[src/rtl/vram_arbiter.sv]
// Arbitrates the single external VRAM port between video char-cell fetches (strict priority)
// and Z80 byte accesses; one registered request to the memory controller at a time.
module vram_arbiter #(
  parameter int AW = 19,
  parameter int DW = 16
) (
  input  logic          clk_sys,
  input  logic          reset,
  input  logic          vid_req,
  input  logic [AW-1:0] vid_addr1,
  input  logic [AW-1:0] vid_addr2,
  output logic [DW-1:0] vid_dout1,
  output logic [DW-1:0] vid_dout2,
  output logic          vid_valid,
  output logic          vid_late,
  input  logic          cpu_req,
  input  logic          cpu_we,
  input  logic [AW-1:0] cpu_addr,
  input  logic [7:0]    cpu_din,
  output logic [7:0]    cpu_dout,
  output logic          cpu_busy,
  output logic          cpu_done,
  output logic          mem_req,
  output logic          mem_we,
  output logic [AW-2:0] mem_addr,
  output logic [1:0]    mem_be,
  output logic [DW-1:0] mem_din,
  input  logic [DW-1:0] mem_dout,
  input  logic          mem_ack
);

  typedef enum logic [1:0] {S_IDLE, S_V1, S_V2, S_CPU} state_t;

  function automatic logic [1:0] cpu_be(input logic we, input logic lsb);
    return we ? (lsb ? 2'b10 : 2'b01) : 2'b11;
  endfunction

  function automatic logic [7:0] byte_sel(input logic [DW-1:0] w, input logic lsb);
    return lsb ? w[15:8] : w[7:0];
  endfunction

  state_t        state_q, state_d;
  logic          mem_req_q, mem_req_d;
  logic          mem_we_q, mem_we_d;
  logic [AW-2:0] mem_addr_q, mem_addr_d;
  logic [1:0]    mem_be_q, mem_be_d;
  logic [DW-1:0] mem_din_q, mem_din_d;
  logic [DW-1:0] vid_dout1_q, vid_dout1_d;
  logic [DW-1:0] vid_dout2_q, vid_dout2_d;
  logic          vid_valid_q, vid_valid_d;
  logic          vid_late_q, vid_late_d;
  logic          vid_pend_q, vid_pend_d;
  logic [7:0]    cpu_dout_q, cpu_dout_d;
  logic          cpu_busy_q, cpu_busy_d;
  logic          cpu_done_q, cpu_done_d;
  logic [AW-1:0] a1_q, a1_d;
  logic [AW-1:0] a2_q, a2_d;
  logic          c_we_q, c_we_d;
  logic [AW-1:0] c_addr_q, c_addr_d;
  logic [7:0]    c_din_q, c_din_d;

  // Video word addresses are 16-bit aligned; their byte bit carries no information.
  logic unused_addr_bits;
  assign unused_addr_bits = a1_q[0] ^ a2_q[0];

  always_comb begin
    state_d     = state_q;
    mem_req_d   = mem_req_q;
    mem_we_d    = mem_we_q;
    mem_addr_d  = mem_addr_q;
    mem_be_d    = mem_be_q;
    mem_din_d   = mem_din_q;
    vid_dout1_d = vid_dout1_q;
    vid_dout2_d = vid_dout2_q;
    vid_valid_d = 1'b0;
    vid_late_d  = vid_late_q;
    vid_pend_d  = vid_pend_q;
    cpu_dout_d  = cpu_dout_q;
    cpu_busy_d  = cpu_busy_q;
    cpu_done_d  = 1'b0;
    a1_d        = a1_q;
    a2_d        = a2_q;
    c_we_d      = c_we_q;
    c_addr_d    = c_addr_q;
    c_din_d     = c_din_q;

    case (state_q)
      S_IDLE: begin
        if (vid_pend_q) begin
          state_d    = S_V1;
          mem_req_d  = 1'b1;
          mem_we_d   = 1'b0;
          mem_addr_d = a1_q[AW-1:1];
          mem_be_d   = 2'b11;
        end else if (cpu_busy_q) begin
          state_d    = S_CPU;
          mem_req_d  = 1'b1;
          mem_we_d   = c_we_q;
          mem_addr_d = c_addr_q[AW-1:1];
          mem_be_d   = cpu_be(c_we_q, c_addr_q[0]);
          mem_din_d  = {c_din_q, c_din_q};
        end
      end
      S_V1: begin
        if (mem_ack) begin
          vid_dout1_d = mem_dout;
          mem_req_d   = 1'b0;
          state_d     = S_V2;
        end
      end
      S_V2: begin
        // First V2 cycle is the mandatory idle gap after the V1 ack; the second word issues after it.
        if (!mem_req_q) begin
          mem_req_d  = 1'b1;
          mem_we_d   = 1'b0;
          mem_addr_d = a2_q[AW-1:1];
          mem_be_d   = 2'b11;
        end else if (mem_ack) begin
          vid_dout2_d = mem_dout;
          vid_valid_d = 1'b1;
          vid_pend_d  = 1'b0;
          mem_req_d   = 1'b0;
          state_d     = S_IDLE;
        end
      end
      S_CPU: begin
        if (mem_ack) begin
          cpu_dout_d = byte_sel(mem_dout, c_addr_q[0]);
          cpu_done_d = 1'b1;
          cpu_busy_d = 1'b0;
          mem_req_d  = 1'b0;
          state_d    = S_IDLE;
        end
      end
      default: state_d = S_IDLE;
    endcase

    // A new video request always wins over the pending-flag clear of a completing pair.
    if (vid_req) begin
      a1_d       = vid_addr1;
      a2_d       = vid_addr2;
      vid_pend_d = 1'b1;
      if (vid_pend_q) vid_late_d = 1'b1;
    end
    if (cpu_req && !cpu_busy_q) begin
      c_we_d     = cpu_we;
      c_addr_d   = cpu_addr;
      c_din_d    = cpu_din;
      cpu_busy_d = 1'b1;
    end
  end

  always_ff @(posedge clk_sys) begin
    if (reset) begin
      state_q     <= S_IDLE;
      mem_req_q   <= 1'b0;
      mem_we_q    <= 1'b0;
      mem_addr_q  <= '0;
      mem_be_q    <= 2'b00;
      mem_din_q   <= '0;
      vid_dout1_q <= '0;
      vid_dout2_q <= '0;
      vid_valid_q <= 1'b0;
      vid_late_q  <= 1'b0;
      vid_pend_q  <= 1'b0;
      cpu_dout_q  <= '0;
      cpu_busy_q  <= 1'b0;
      cpu_done_q  <= 1'b0;
    end else begin
      state_q     <= state_d;
      mem_req_q   <= mem_req_d;
      mem_we_q    <= mem_we_d;
      mem_addr_q  <= mem_addr_d;
      mem_be_q    <= mem_be_d;
      mem_din_q   <= mem_din_d;
      vid_dout1_q <= vid_dout1_d;
      vid_dout2_q <= vid_dout2_d;
      vid_valid_q <= vid_valid_d;
      vid_late_q  <= vid_late_d;
      vid_pend_q  <= vid_pend_d;
      cpu_dout_q  <= cpu_dout_d;
      cpu_busy_q  <= cpu_busy_d;
      cpu_done_q  <= cpu_done_d;
    end
  end

  // Request latches are qualified by the pending flags, so they need no reset.
  always_ff @(posedge clk_sys) begin
    a1_q     <= a1_d;
    a2_q     <= a2_d;
    c_we_q   <= c_we_d;
    c_addr_q <= c_addr_d;
    c_din_q  <= c_din_d;
  end

  assign mem_req   = mem_req_q;
  assign mem_we    = mem_we_q;
  assign mem_addr  = mem_addr_q;
  assign mem_be    = mem_be_q;
  assign mem_din   = mem_din_q;
  assign vid_dout1 = vid_dout1_q;
  assign vid_dout2 = vid_dout2_q;
  assign vid_valid = vid_valid_q;
  assign vid_late  = vid_late_q;
  assign cpu_dout  = cpu_dout_q;
  assign cpu_busy  = cpu_busy_q;
  assign cpu_done  = cpu_done_q;

endmodule

[config.mk]
export PLATFORM = sky130hd
export DESIGN_NAME = vram_arbiter
export DESIGN_NICKNAME = d
export VERILOG_FILES = /design/src/rtl/vram_arbiter.sv
export SDC_FILE = /design/constraint.sdc
export NUM_CORES = 1
export LEC_CHECK = 0
export CAP_MARGIN = 0
export CORE_AREA = 2 2 117 119
export CTS_CLUSTER_DIAMETER = 120
export DETAILED_ROUTE_END_ITERATION = 6
export DIE_AREA = 0 0 119 121
export PLACE_DENSITY = 0.81
export REMOVE_ABC_BUFFERS = 1
export SETUP_SLACK_MARGIN = 0.5
export SYNTH_ARGS = -nofsm -noshare
export SYNTH_HDL_FRONTEND = slang
export SYNTH_SLANG_ARGS = --single-unit
export TNS_END_PERCENT = 100
[constraint.sdc]
create_clock -name clk_sys -period 4.9 [get_ports clk_sys]
set_clock_uncertainty 0.1 [all_clocks]
set_input_delay 0.98 -clock clk_sys [delete_from_list [all_inputs] [get_ports clk_sys]]
set_output_delay 0.98 -clock clk_sys [all_outputs]
set_load 0.02 [all_outputs]
* Word-level counts from Yosys, hierarchy flattened
Index checks and enable logic that the tools add are counted.
Storage, ports and cells: bits in registers 151, input port bits 87
Operators by class: equality and inequality tests 8, muxes and demuxes 33, bitwise operators 4, reduce and logical (&&, ||, !) cells 22
Operators by type and width (count):
- 18-bit 2-to-1 mux | 3
- 18-bit case mux with 2 select lines | 1
- 2-bit 2-to-1 mux | 10
- 3-bit AND reduction | 5
- 1-bit 2-to-1 mux | 14
- 2-bit nonzero test | 6
- 2-bit AND reduction | 5
- 8-bit 2-to-1 mux | 1
- 2-bit case mux with 4 select lines | 1
- 2-bit != test (second input constant) | 3
- 2-bit equality test (second input constant) | 2
- 1-bit inverter | 4
- 2-bit case mux with 2 select lines | 1
- 2-bit OR reduction | 2
- 3-bit != test (second input constant) | 1
- 1-bit case mux with 3 select lines | 1
- 3-bit OR reduction | 1
- 2-bit by 1-bit equality test with 1-bit output (second input constant) | 1
- 2-bit logical NOT | 1
- 2-bit by 1-bit != test with 1-bit output (second input constant) | 1
- 1-bit case mux with 2 select lines | 1
- 1-bit logical AND | 1
- 1-bit logical NOT | 1

* Logic depth before layout (Yosys ltp)
depth in word-level cells 5, gate-level depth with buffers 6

* Least setup slack after synthesis
Ideal clock, no wire load.
path kind in2reg, start in cpu_req, end reg c_addr_q[0], enable pin, setup time 0.416 ns, arrival 2.257 ns, data required time 4.384 ns, setup slack 2.127 ns, stages on the path 1, cells stage by stage nor2b_1
On the way: word-level cells in the longest chain between the ends 1
Ends and longest elaborated chain:
- start, declared | RTL line 16 | input logic cpu_req,
- 1-bit logical AND | RTL line 145 | if (cpu_req && !cpu_busy_q) begin
- end signal, assigned | RTL line 192 | c_addr_q <= c_addr_d;
- end, declared | RTL line 59 | logic [AW-1:0] c_addr_q, c_addr_d;
Every way passes these cells. A chain may end at the register's enable or synchronous reset.

* Worst setup path after layout
start reg cpu_busy_q (netlist: cpu_busy), end out cpu_busy
RTL lines:
- start, declared | RTL line 54 | logic cpu_busy_q, cpu_busy_d;
- start signal, assigned | RTL line 182 | cpu_busy_q <= cpu_busy_d;
- end, declared | RTL line 21 | output logic cpu_busy,
No word-level cell between the ends.

==> impl_metrics.yaml <==
status:
  status: "finished, final reports clean"
synthesis:
  avgSynthCellArea_sq_um: 12.38
  synth_largest_area_cell: "edfxtp_1"
  ys_ff_latch: 141
  synth_warnings: 0
  seq_area_frac_synth: 0.6710
  synth_area_sq_um: 5161
  synthTopCellsByArea: "edfxtp_1 (37%), dfxtp_1 (30%), nand2_1 (5.9%), mux2i_1 (5.0%), a21oi_1 (4.6%)"
  synthMuxAreaShare: 0.08970
  synthSimpleGateAreaFrac: 0.09382
  async_reset_ff_frac: 0
  synth_edf_count: 64
  yosys.area_share.xor_xnor: 0
  synth_cell_types: 33
  synthFlopType: "dfxtp_1"
  synth_top_area_share: 0.3724
  synthAdderAreaFrac: 0
  syn-instance-count: 417
  synth_compound_area_frac: 0.1035
  synth_top_family_by_area: "compound AO/OA/AOI/OAI gates"
clock_network:
  clock_sinks: 141
  htreeDepth: 4
  clk_pin_slew_ns: 0.06
  cts_root_buf: "clkbuf_16"
  ctsResizeCount: 0
  cts_tree: "done"
  numCtsBuffers: 17
  clk_latency_ns: 0.41
  cts_hold_buffers: 0
  clockBufferDepth: 2
  postCtsSetupBuffers: 0
routing:
  dr.pass1.iters: 4
  wl_per_cell_um: 16.57
  wirelength_um: 12560
  drt-initial-drc-count: 235
  ant_nets: 0
  vias_per_cell: 4.968
  drc_errors: 0
  vias: 3766
sta:
  slew_viol_final: 0
  setup_violations: 0
  hold_slack_ns: 0.3557
  period_needed_ns: 2.645
  grt_setup_unrepaired: "false"
  setup_ws_ns: 2.255
  final.setup.tns_ns: 0
  slew_headroom: 0.2203
  hold_violations: 0
  max_slew.worst_pin.slew_ns: 1.168
  finalCritPeriodShare: 0.5398
  fmax_mhz: 378.1
global_route:
  antenna_found_initial: 0
  met1_usage: 0.1981
  use_met2: 0.3204
  grt_pass1_vias: 3972
  grt-ovfl-total: 0
  grt_max_degree: 62
  busiest_layer: "met2"
  grt_first_pass_wirelength_um: 20080
  track_usage: 0.1827
  met3_usage: 0.07566
finish:
  drive_gt1_frac: 0.09966
  mostFrequentLayoutCells: "clkdlybuf4s50_1 (164), nand2_1 (81), dfxtp_1 (77)"
  fill_cells: 1055
  stdcell_area_sq_um: 7377
  final_common_cell: "clkdlybuf4s50_1"
  layoutNonFillerInstCount: 758
  n_antenna_cell: 0
  fin_nets: 656
  area_delta_synth_final_pct: 42.93
critical_path:
  slowest_stage: "clkdlybuf4s50_1"
  critical_path_class: "flip-flop to output port"
  end_kind: "output port"
  crit_buf_inv: 1
  cp_cell_sequence: "clkdlybuf4s50_1"
  worst-endpoint-required_ns: 3.82
  cp_max_fo: 9
  crit_family: "buffers and inverters"
  critPathLaunchType: "flip-flop"
  critPathMaxStageDelay_ns: 0.67
  cp.arrival_ns: 1.57
place:
  io_buffer_count: 166
  dpl.hpwl_um: 8448
  pre_cts_slack_ns: 1.812
  dpl_cell_area_sq_um: 6853
  dp.cells: 726
  routabilityCongestion: 0.7683
floorplanning:
  rows: 42
  die_y_um: 121
  num_io_pins: 169
  die_w_um: 119
  die_area_sq_um: 14400
  start_util: 0.3944
  coreArea_sq_um: 13090
run:
  drv_cap: 0
min_path:
  min_path_type: "flip-flop to flip-flop"
pwr:
  ir_drop_mv: 0.2359
  total_leakage_power_nw: 2.625
  power_density_nw_per_um2: 391.4
state kept, by name (all words and copies together) (netlist names), 2 cells and up:
register,count
a1_q,18
a2_q,18
c_addr_q,19
c_din_q,8
cpu_dout,8
mem_addr,18
mem_be,2
mem_din,8
state_q,2
vid_dout1,16
vid_dout2,16
per-stage QoR:
stage          power, W    util
5_1_grt        0.003006  0.5638
3_5_place_dp   0.001780  0.5237
3_3_place_gp   0.001766  0.5237
2_1_floorplan  0.001554       -
6_report       0.002888  0.5638
4_1_cts        0.002914  0.5638
power by group:
part           internal (W)  switching (W)
clock network      0.000647       0.000486
registers           0.00132      0.0000524
logic              0.000197       0.000188
total               0.00216       0.000726
cell type report:
class                           instances  area [sq um]  area share
Tap cell                              176         220.2     0.02985
Inverter                                1         3.754   0.0005088
Timing Repair Buffer                  170          1682      0.2280
Sequential cell                       141          3463      0.4695
Clock inverter                         13         91.34     0.01238
Multi-Input combinational cell        238          1484      0.2012
Clock buffer                           19         432.9     0.05868
per-layer routing:
layer  up-vias  share of wire
met5         -              0
met4         0          0.016
met3        22          0.083
met2       161           0.50
met1      1790           0.40
li1       1793              -
cells in the mapped netlist, drive strengths merged, types with 2 or more instances:
| master | count |
|---|---|
| a21oi | 49 |
| mux2 | 18 |
| buf | 26 |
| or3 | 2 |
| o2bb2ai | 18 |
| a211oi | 9 |
| edfxtp | 64 |
| dfxtp | 77 |
| nor2 | 15 |
| a311oi | 2 |
| nand2b | 2 |
| mux2i | 26 |
| nand2 | 81 |
| clkbuf | 11 |
| nand3b | 2 |
| nor2b | 3 |
worst paths after layout:
kind	startpoint	endpoint	slack (ns)	cells past startpoint
hold reg to reg	vid_dout2[9]	vid_dout2[9]	0.36	2
setup / recovery	cpu_busy	cpu_busy	2.26	1
hold / removal	vid_dout2[9]	vid_dout2[9]	0.36	2
setup reg to reg	vid_pend_q	mem_addr[8]	2.46	3
kinds of logic (layout without fill, tap and decap cells):
group,Yosys count,in the layout
multiplexers,44,44
flip-flops,141,141
AO/OA/AOI/OAI,82,82
buffers and inverters,38,203
AND/OR/NAND/NOR,112,112
Note: power is estimated with default switching activity, not from simulation.
